[config.mk]
export PLATFORM = sky130hd
export DESIGN_NAME = mem_request_arbiter
export DESIGN_NICKNAME = d
export VERILOG_FILES = /design/src/rtl/arb_pkg.sv /design/src/rtl/rr_picker.sv /design/src/rtl/mem_request_arbiter.sv
export SDC_FILE = /design/constraint.sdc
export NUM_CORES = 1
export LEC_CHECK = 0
export ABC_AREA = 1
export CORE_AREA = 2 2 125 127
export DETAILED_ROUTE_END_ITERATION = 8
export DIE_AREA = 0 0 127 129
export GPL_TIMING_DRIVEN = 0
export PLACE_DENSITY = 0.76
export SYNTH_ARGS = -nofsm -noshare
export SYNTH_HDL_FRONTEND = slang
export SYNTH_SLANG_ARGS = --single-unit
[constraint.sdc]
create_clock -name CLK -period 3.1 [get_ports CLK]
set_input_delay 0.62 -clock CLK [delete_from_list [all_inputs] [get_ports CLK]]
set_output_delay 0.62 -clock CLK [all_outputs]
set_load 0.02 [all_outputs]
[src/rtl/arb_pkg.sv]
// Shared types and helpers for the memory request arbiter and its
// round-robin picker.
//   arb_state_t : arbiter FSM states (IDLE, ISSUE, DONE)
//   mem_op_t    : latched memory operation (read / write)
//   idx_w       : width of a channel index, never below 1 bit
//   wrap_add    : (a + b) mod n for a, b already in [0, n)
package arb_pkg;

  typedef enum logic [1:0] {
    IDLE  = 2'd0,
    ISSUE = 2'd1,
    DONE  = 2'd2
  } arb_state_t;

  typedef enum logic {
    OP_RD = 1'b0,
    OP_WR = 1'b1
  } mem_op_t;

  function automatic int idx_w(input int n);
    return (n > 1) ? $clog2(n) : 1;
  endfunction

  // Works for non-power-of-two n; a single subtract suffices because
  // both operands are already reduced.
  function automatic int wrap_add(input int a, input int b, input int n);
    int s;
    s = a + b;
    if (s >= n) s = s - n;
    return s;
  endfunction

endpackage

[src/rtl/rr_picker.sv]
// Combinational round-robin priority scan.
//   req   : request vector, one bit per channel
//   ptr   : channel with highest priority this cycle
//   valid : at least one request is set
//   idx   : first requesting channel at or after ptr, wrapping at N
module rr_picker
  import arb_pkg::*;
#(
  parameter  int N  = 2,
  localparam int IW = idx_w(N)
) (
  input  logic [N-1:0]  req,
  input  logic [IW-1:0] ptr,
  output logic          valid,
  output logic [IW-1:0] idx
);

  // Rotate so that bit 0 of rot is channel ptr; the doubled vector makes
  // the rotation a plain right shift.
  logic [2*N-1:0] req2;
  logic [N-1:0]   rot;
  int             k_sel;

  assign req2 = {req, req};
  assign rot  = N'(req2 >> ptr);

  always_comb begin
    valid = 1'b0;
    k_sel = 0;
    // Descending scan: the lowest offset that requests is written last.
    for (int k = N - 1; k >= 0; k--) begin
      if (rot[k]) begin
        valid = 1'b1;
        k_sel = k;
      end
    end
    idx = IW'(wrap_add(int'(ptr), k_sel, N));
  end

endmodule

[src/rtl/mem_request_arbiter.sv]
// Round-robin arbiter of NCH requester channels onto one memory port.
// A granted request is held until mem_hit (or timeout), then the owner
// sees a one-cycle req_done pulse with req_err and req_rdata.
//   CLK, RST               : clock, async active-high reset
//   req_ren/req_wen        : per-channel read / write request levels
//   req_addr/req_wdata     : per-channel address / write data, packed
//   req_done/req_err       : one-hot completion / error pulse
//   req_rdata              : read data, valid with req_done
//   mem_ren/mem_wen        : memory strobes, high through ISSUE
//   mem_addr/mem_wdata     : memory address / write data
//   mem_rdata/mem_hit      : memory read data / completion
//   busy                   : high in ISSUE or DONE
//   grant_id               : currently granted channel
module mem_request_arbiter
  import arb_pkg::*;
#(
  parameter  int NCH     = 2,
  parameter  int AW      = 32,
  parameter  int DW      = 32,
  parameter  int TIMEOUT = 0,
  localparam int IW      = idx_w(NCH)
) (
  input  logic              CLK,
  input  logic              RST,
  input  logic [NCH-1:0]    req_ren,
  input  logic [NCH-1:0]    req_wen,
  input  logic [NCH*AW-1:0] req_addr,
  input  logic [NCH*DW-1:0] req_wdata,
  output logic [NCH-1:0]    req_done,
  output logic [NCH-1:0]    req_err,
  output logic [DW-1:0]     req_rdata,
  output logic              mem_ren,
  output logic              mem_wen,
  output logic [AW-1:0]     mem_addr,
  output logic [DW-1:0]     mem_wdata,
  input  logic [DW-1:0]     mem_rdata,
  input  logic              mem_hit,
  output logic              busy,
  output logic [IW-1:0]     grant_id
);

  localparam int TW = (TIMEOUT > 0) ? $clog2(TIMEOUT + 1) : 1;

  arb_state_t    state_q, state_d;
  mem_op_t       op_q, op_d;
  logic [IW-1:0] rr_ptr_q, rr_ptr_d;
  logic [IW-1:0] grant_q, grant_d;
  logic [AW-1:0] addr_q, addr_d;
  logic [DW-1:0] wdata_q, wdata_d;
  logic [DW-1:0] rdata_q, rdata_d;
  logic          err_q, err_d;
  logic [TW-1:0] tcnt_q, tcnt_d;

  logic          pick_vld;
  logic [IW-1:0] pick_idx;
  logic          sel_ren, sel_wen;
  logic [AW-1:0] sel_addr;
  logic [DW-1:0] sel_wdata;
  logic          expired;

  rr_picker #(.N(NCH)) u_pick (
    .req   (req_ren | req_wen),
    .ptr   (rr_ptr_q),
    .valid (pick_vld),
    .idx   (pick_idx)
  );

  // Mux the picked channel's request fields.
  always_comb begin
    sel_ren   = 1'b0;
    sel_wen   = 1'b0;
    sel_addr  = '0;
    sel_wdata = '0;
    for (int i = 0; i < NCH; i++) begin
      if (pick_idx == IW'(i)) begin
        sel_ren   = req_ren[i];
        sel_wen   = req_wen[i];
        sel_addr  = req_addr[i*AW +: AW];
        sel_wdata = req_wdata[i*DW +: DW];
      end
    end
  end

  // Expiry is judged on the cycle whose miss would bring the count to
  // TIMEOUT, so the strobe stays up for exactly TIMEOUT cycles.
  assign expired = (TIMEOUT > 0) && ((int'(tcnt_q) + 1) >= TIMEOUT);

  always_comb begin
    state_d  = state_q;
    op_d     = op_q;
    rr_ptr_d = rr_ptr_q;
    grant_d  = grant_q;
    addr_d   = addr_q;
    wdata_d  = wdata_q;
    rdata_d  = rdata_q;
    err_d    = err_q;
    tcnt_d   = tcnt_q;
    unique case (state_q)
      IDLE: begin
        if (pick_vld) begin
          grant_d = pick_idx;
          op_d    = sel_wen ? OP_WR : OP_RD;
          addr_d  = sel_addr;
          wdata_d = sel_wdata;
          tcnt_d  = '0;
          // Read and write together is illegal: complete with error and
          // never touch memory.
          if (sel_ren && sel_wen) begin
            err_d   = 1'b1;
            state_d = DONE;
          end else begin
            err_d   = 1'b0;
            state_d = ISSUE;
          end
        end
      end
      ISSUE: begin
        // A hit coinciding with expiry counts as success.
        if (mem_hit) begin
          if (op_q == OP_RD) rdata_d = mem_rdata;
          err_d   = 1'b0;
          state_d = DONE;
        end else if (expired) begin
          rdata_d = '0;
          err_d   = 1'b1;
          state_d = DONE;
        end else if (tcnt_q != {TW{1'b1}}) begin
          tcnt_d = tcnt_q + 1'b1;
        end
      end
      DONE: begin
        rr_ptr_d = IW'(wrap_add(int'(grant_q), 1, NCH));
        state_d  = IDLE;
      end
      default: state_d = IDLE;
    endcase
  end

  always_ff @(posedge CLK or posedge RST) begin
    if (RST) begin
      state_q  <= IDLE;
      op_q     <= OP_RD;
      rr_ptr_q <= '0;
      grant_q  <= '0;
      addr_q   <= '0;
      wdata_q  <= '0;
      rdata_q  <= '0;
      err_q    <= 1'b0;
      tcnt_q   <= '0;
    end else begin
      state_q  <= state_d;
      op_q     <= op_d;
      rr_ptr_q <= rr_ptr_d;
      grant_q  <= grant_d;
      addr_q   <= addr_d;
      wdata_q  <= wdata_d;
      rdata_q  <= rdata_d;
      err_q    <= err_d;
      tcnt_q   <= tcnt_d;
    end
  end

  always_comb begin
    req_done = '0;
    req_err  = '0;
    for (int i = 0; i < NCH; i++) begin
      if ((state_q == DONE) && (grant_q == IW'(i))) begin
        req_done[i] = 1'b1;
        req_err[i]  = err_q;
      end
    end
  end

  // Everything below decodes registered state, so strobes are glitch-free
  // and drop the instant RST rises.
  assign req_rdata = rdata_q;
  assign mem_ren   = (state_q == ISSUE) && (op_q == OP_RD);
  assign mem_wen   = (state_q == ISSUE) && (op_q == OP_WR);
  assign mem_addr  = (state_q == ISSUE) ? addr_q  : '0;
  assign mem_wdata = (state_q == ISSUE) ? wdata_q : '0;
  assign busy      = (state_q == ISSUE) || (state_q == DONE);
  assign grant_id  = grant_q;

endmodule

# Yosys cells after proc, flatten, opt, wreduce, memory -nomap -nowiden
# Index checks and enable logic that the tools add are counted.
# word_totals
wordCells	59
latchBits	0
regBits	102
memories	0
ramBits	0
romBits	0
out_inout_bits	104
# op_classes
multipliers	0
addsub	4
div_mod_pow	0
shifts	1
bitwise	3
muxes	25
eq_ne	4
order_cmp	2
reduce_logical	12
# op_table
operator	count
$mux 32	4
$mux 1	16
$mux 2	3
$reduce_and 3->1	2
$logic_and 1x1->1	5
$ge 2x2->1 const B	2
$ne 2x2->1 const B	2
$pmux 2 s2	1
$reduce_and 2->1	2
$shr 4x1->2	1
$add 1x1->2	1
$add 1x1->2 const B	1
$eq 2x1->1 const B	1
$eq 2x2->1 const B	1
$logic_not 2->1	1
$not 1->1	2
$or 2x2->2	1
$pmux 1 s2	1
$reduce_bool 2->1	1
$sub 1x1->1 const B	2
$logic_or 1x1->1	1

# Logic depth before layout (Yosys ltp)
# logic_depth
ltp_word	12
mapped_depth	9

# Cells and area by module
# Synthesis repeated with hierarchy kept, for this count alone.
# hier_totals
cells_unflattened	686
area_unflattened_um2	5106.1
# modules_own_cells
module	n_inst	seq_area_each_um2	cells_each	area_each_um2
mem_request_arbiter	1	2552.4	682	5087.4
rr_picker	1	0.0	4	18.8

# Least setup slack after synthesis
# Ideal clock, no wire load.
# synth_timing
path_kind	register to output
startpoint	reg state_q[1]
endpoint	out mem_wdata[10]
path_slack_ps	1057
arrival_ps	1423
path_buffers	2
path_stages_with_launch	7
t_required_ps	2480
cell_sequence	dfrtp_1 inv_1 ha_1 clkbuf_1 clkbuf_1 nand2_1 inv_1
# synth_via
elab_chain_cells	2
# synth_lines
element	line_no	rtl
start: declaration	mem_request_arbiter.sv:44	arb_state_t state_q, state_d;
start signal: assignment	mem_request_arbiter.sv:151	state_q <= state_d;
$eq 2x1->1	mem_request_arbiter.sv:180	assign mem_wdata = (state_q == ISSUE) ? wdata_q : '0;
$mux 32	mem_request_arbiter.sv:180	
end: declaration	mem_request_arbiter.sv:35	output logic [DW-1:0] mem_wdata,
# Every way passes these cells.

# Worst setup path after layout
# layout_timing
startpoint	reg state_q[1]
endpoint	out mem_wdata[27]
# Same word-level chain as after synthesis.

==> reports/qor.csv <==
metric,value,unit
path_clk_slew,0.07,ns
io-pin-count,271,
syn-cell-area,5429,um2
syn-num-nets,910,
yosysWarnings,0,
grt.overflow.total,0,
yosys.cell_types.count,26,
drive_gt1_share,8.861,%
grt_pass1_vias,5275,
critical_path_class,flop to output port,
dpl_cell_area,8411,um2
maxSlewHeadroom,61.44,%
startpoint,state_q[1],
p_per_area,920.6,nW/um2
drtIter0Drc,219,
fp.dieW,127,um
outcome,"complete, no violations",
numCtsBuffers,9,
fin_skew,0.007041,ns
vias,5422,
yosysSeqAreaShare,47.02,%
cts_root_buf,clkbuf_16,
critPathRequiredTime,2.48,ns
busiest_layer,met2,
rr_startpoint,state_q[0],
netlist_instances,740,
rows,45,
grt_pass1_wl,26970,um
antenna_cells,0,
cts_hold_repair.buffers,0,
ant_nets,0,
die_area,16380,um2
start_util,36.25,%
dr.pass1.iters,5,
cp-end-kind,output port,
post_drt_wl_per_cell,13.83,um
final_common_cell,nand2_1,
fmax,339.8,MHz
grt_max_degree,42,
worstMarginPinSlew,0.5772,ns
synth_seq_cells,102,
clockBufferDepth,2,
period_share,94.92,%
finish.net_count,1193,
r2r_cells,8,
startpoint_type,flop,
cts_tree,built,
gp_congestion,0.8001,
gr-usage-met1,24.18,%
min_period,2.943,ns
cts.sinks,102,
rr_endpoint,wdata_q[15],
setup_viol,0,
cellLeakagePower,4.601,nW
viasPerCell,4.463,
gr-usage-all-layers,21.12,%
cp_data_arrival_time,2.32,ns
whs,0.4877,ns
die_h,129,um
grtUsageMet2,37.60,%
critPathCapture,mem_wdata[27],
insertion_delay,0.34,ns
htreeDepth,3,
regArea,2552,um2
n_fill_cell,1433,
hp-class,flop to flop,
rrSetupSlack,1.36,ns
multi_input_area,2121,um2
drc,0,
portBuffers,270,
use_met3,7.235,%
rsz0062_at_grt,true,
maxCapViolCount,0,
finalMaxSlewViolations,0,
finalHoldViolCount,0,
critPathMaxFanout,10,
grt_antenna_before_repair,0,
final_cell_mix,"nand2_1 (277), clkdlybuf4s50_1 (267), inv_1 (137)",
cts_setup_buffers,0,
dp_hpwl,13130,um
syn_avg_cell_area,7.336,um2
core_region_area,14980,um2
finalPower,8.028,mW
syn_to_final_growth,60.64,%
drt-total-wl,16810,um
ir_drop,0.0003986,V
fin_area,8721,um2
[routing by layer]
metal / vias to the layer above / routed length (um)
met2: 215 / 8258
met1: 2456 / 6638
met4: 0 / 190
li1: 2736 / -
met5: - / 0
met3: 15 / 1722
[worst min-delay path by stage]
stage	start	end	slack, ns	cells past startpoint
after floorplan	addr_q[20]	addr_q[20]	0.45	2
after global placement	addr_q[23]	addr_q[23]	0.47	2
after detailed placement	addr_q[24]	addr_q[24]	0.48	2
after CTS	addr_q[24]	addr_q[24]	0.49	2
after global routing	addr_q[24]	addr_q[24]	0.51	2
final	addr_q[24]	addr_q[24]	0.49	2
[flip-flops by register name (all words and copies together), names as in the netlist]
register and count:
grant_id 1, wdata_q 32, op_q 1, state_q 2, addr_q 32, rr_ptr_q 1
req_rdata 32, err_q 1
[worst max-delay path: stages, from the launching register on]
cell	delay, ns
dfrtp_1	0.41
inv_1	0.09
ha_1	0.22
clkbuf_4	0.25
buf_2	0.25
nand2_1	0.10
inv_1	0.06
clkdlybuf4s50_1	0.61
[repair_timing]
action,CTS,global route
endpoints found under the hold margin,0,0
setup endpoints to repair,50,39
resized for setup,8,7
[cell usage after synthesis (all sizes together)]
library cell	n	area share [%]
or2	1	0.12
a21oi	3	0.48
nand2	279	19
buf	29	3.5
o21ai	66	6.2
mux2	32	6.6
nor3	1	0.092
nand3	2	0.18
nor2	70	5.1
clkbuf	9	0.62
a31oi	1	0.12
inv	141	9.7
ha	3	0.69
dfrtp	102	47
o21bai	1	0.14
[power breakdown]
group	switching (mW)	leakage, nW	internal (mW)
Combinational	2.51	3.23	2.02
Clock	0.488	0.141	0.642
Sequential	0.345	1.23	2.02
[kinds of logic after synthesis]
| family | count (synthesis) | share of synthesized area (%) |
|---|---|---|
| AO/OA/AOI/OAI | 71 | 6.891 |
| multiplexers | 32 | 6.637 |
| AND/OR/NAND/NOR | 353 | 24.84 |
| flip-flops | 102 | 47.02 |
| buffers and inverters | 179 | 13.92 |
| adder cells (fa/ha/maj) | 3 | 0.6915 |
[layout make-up]
| class | instances | area share [%] |
|---|---|---|
| timing repair buffer | 272 | 31.54 |
| multi-input combinational | 459 | 24.32 |
| buffer | 38 | 2.740 |
| clock buffer | 11 | 2.783 |
| clock inverter | 4 | 0.5452 |
| inverter | 141 | 6.112 |
| sequential | 102 | 29.27 |
| tap | 188 | 2.697 |
[stage by stage]
step,setup WS [ns],util (%),std cells,TNS (ns)
after global placement,-0.3033,55.89,1198,-2.129
after detailed placement,-0.3508,56.16,1200,-2.556
final,0.1574,58.23,1215,0
after global routing,-0.03926,58.23,1215,-0.2053
after floorplan,1.057,-,740,0
after CTS,0.01824,58.18,1215,0
Power figures use the tool's default switching activity.
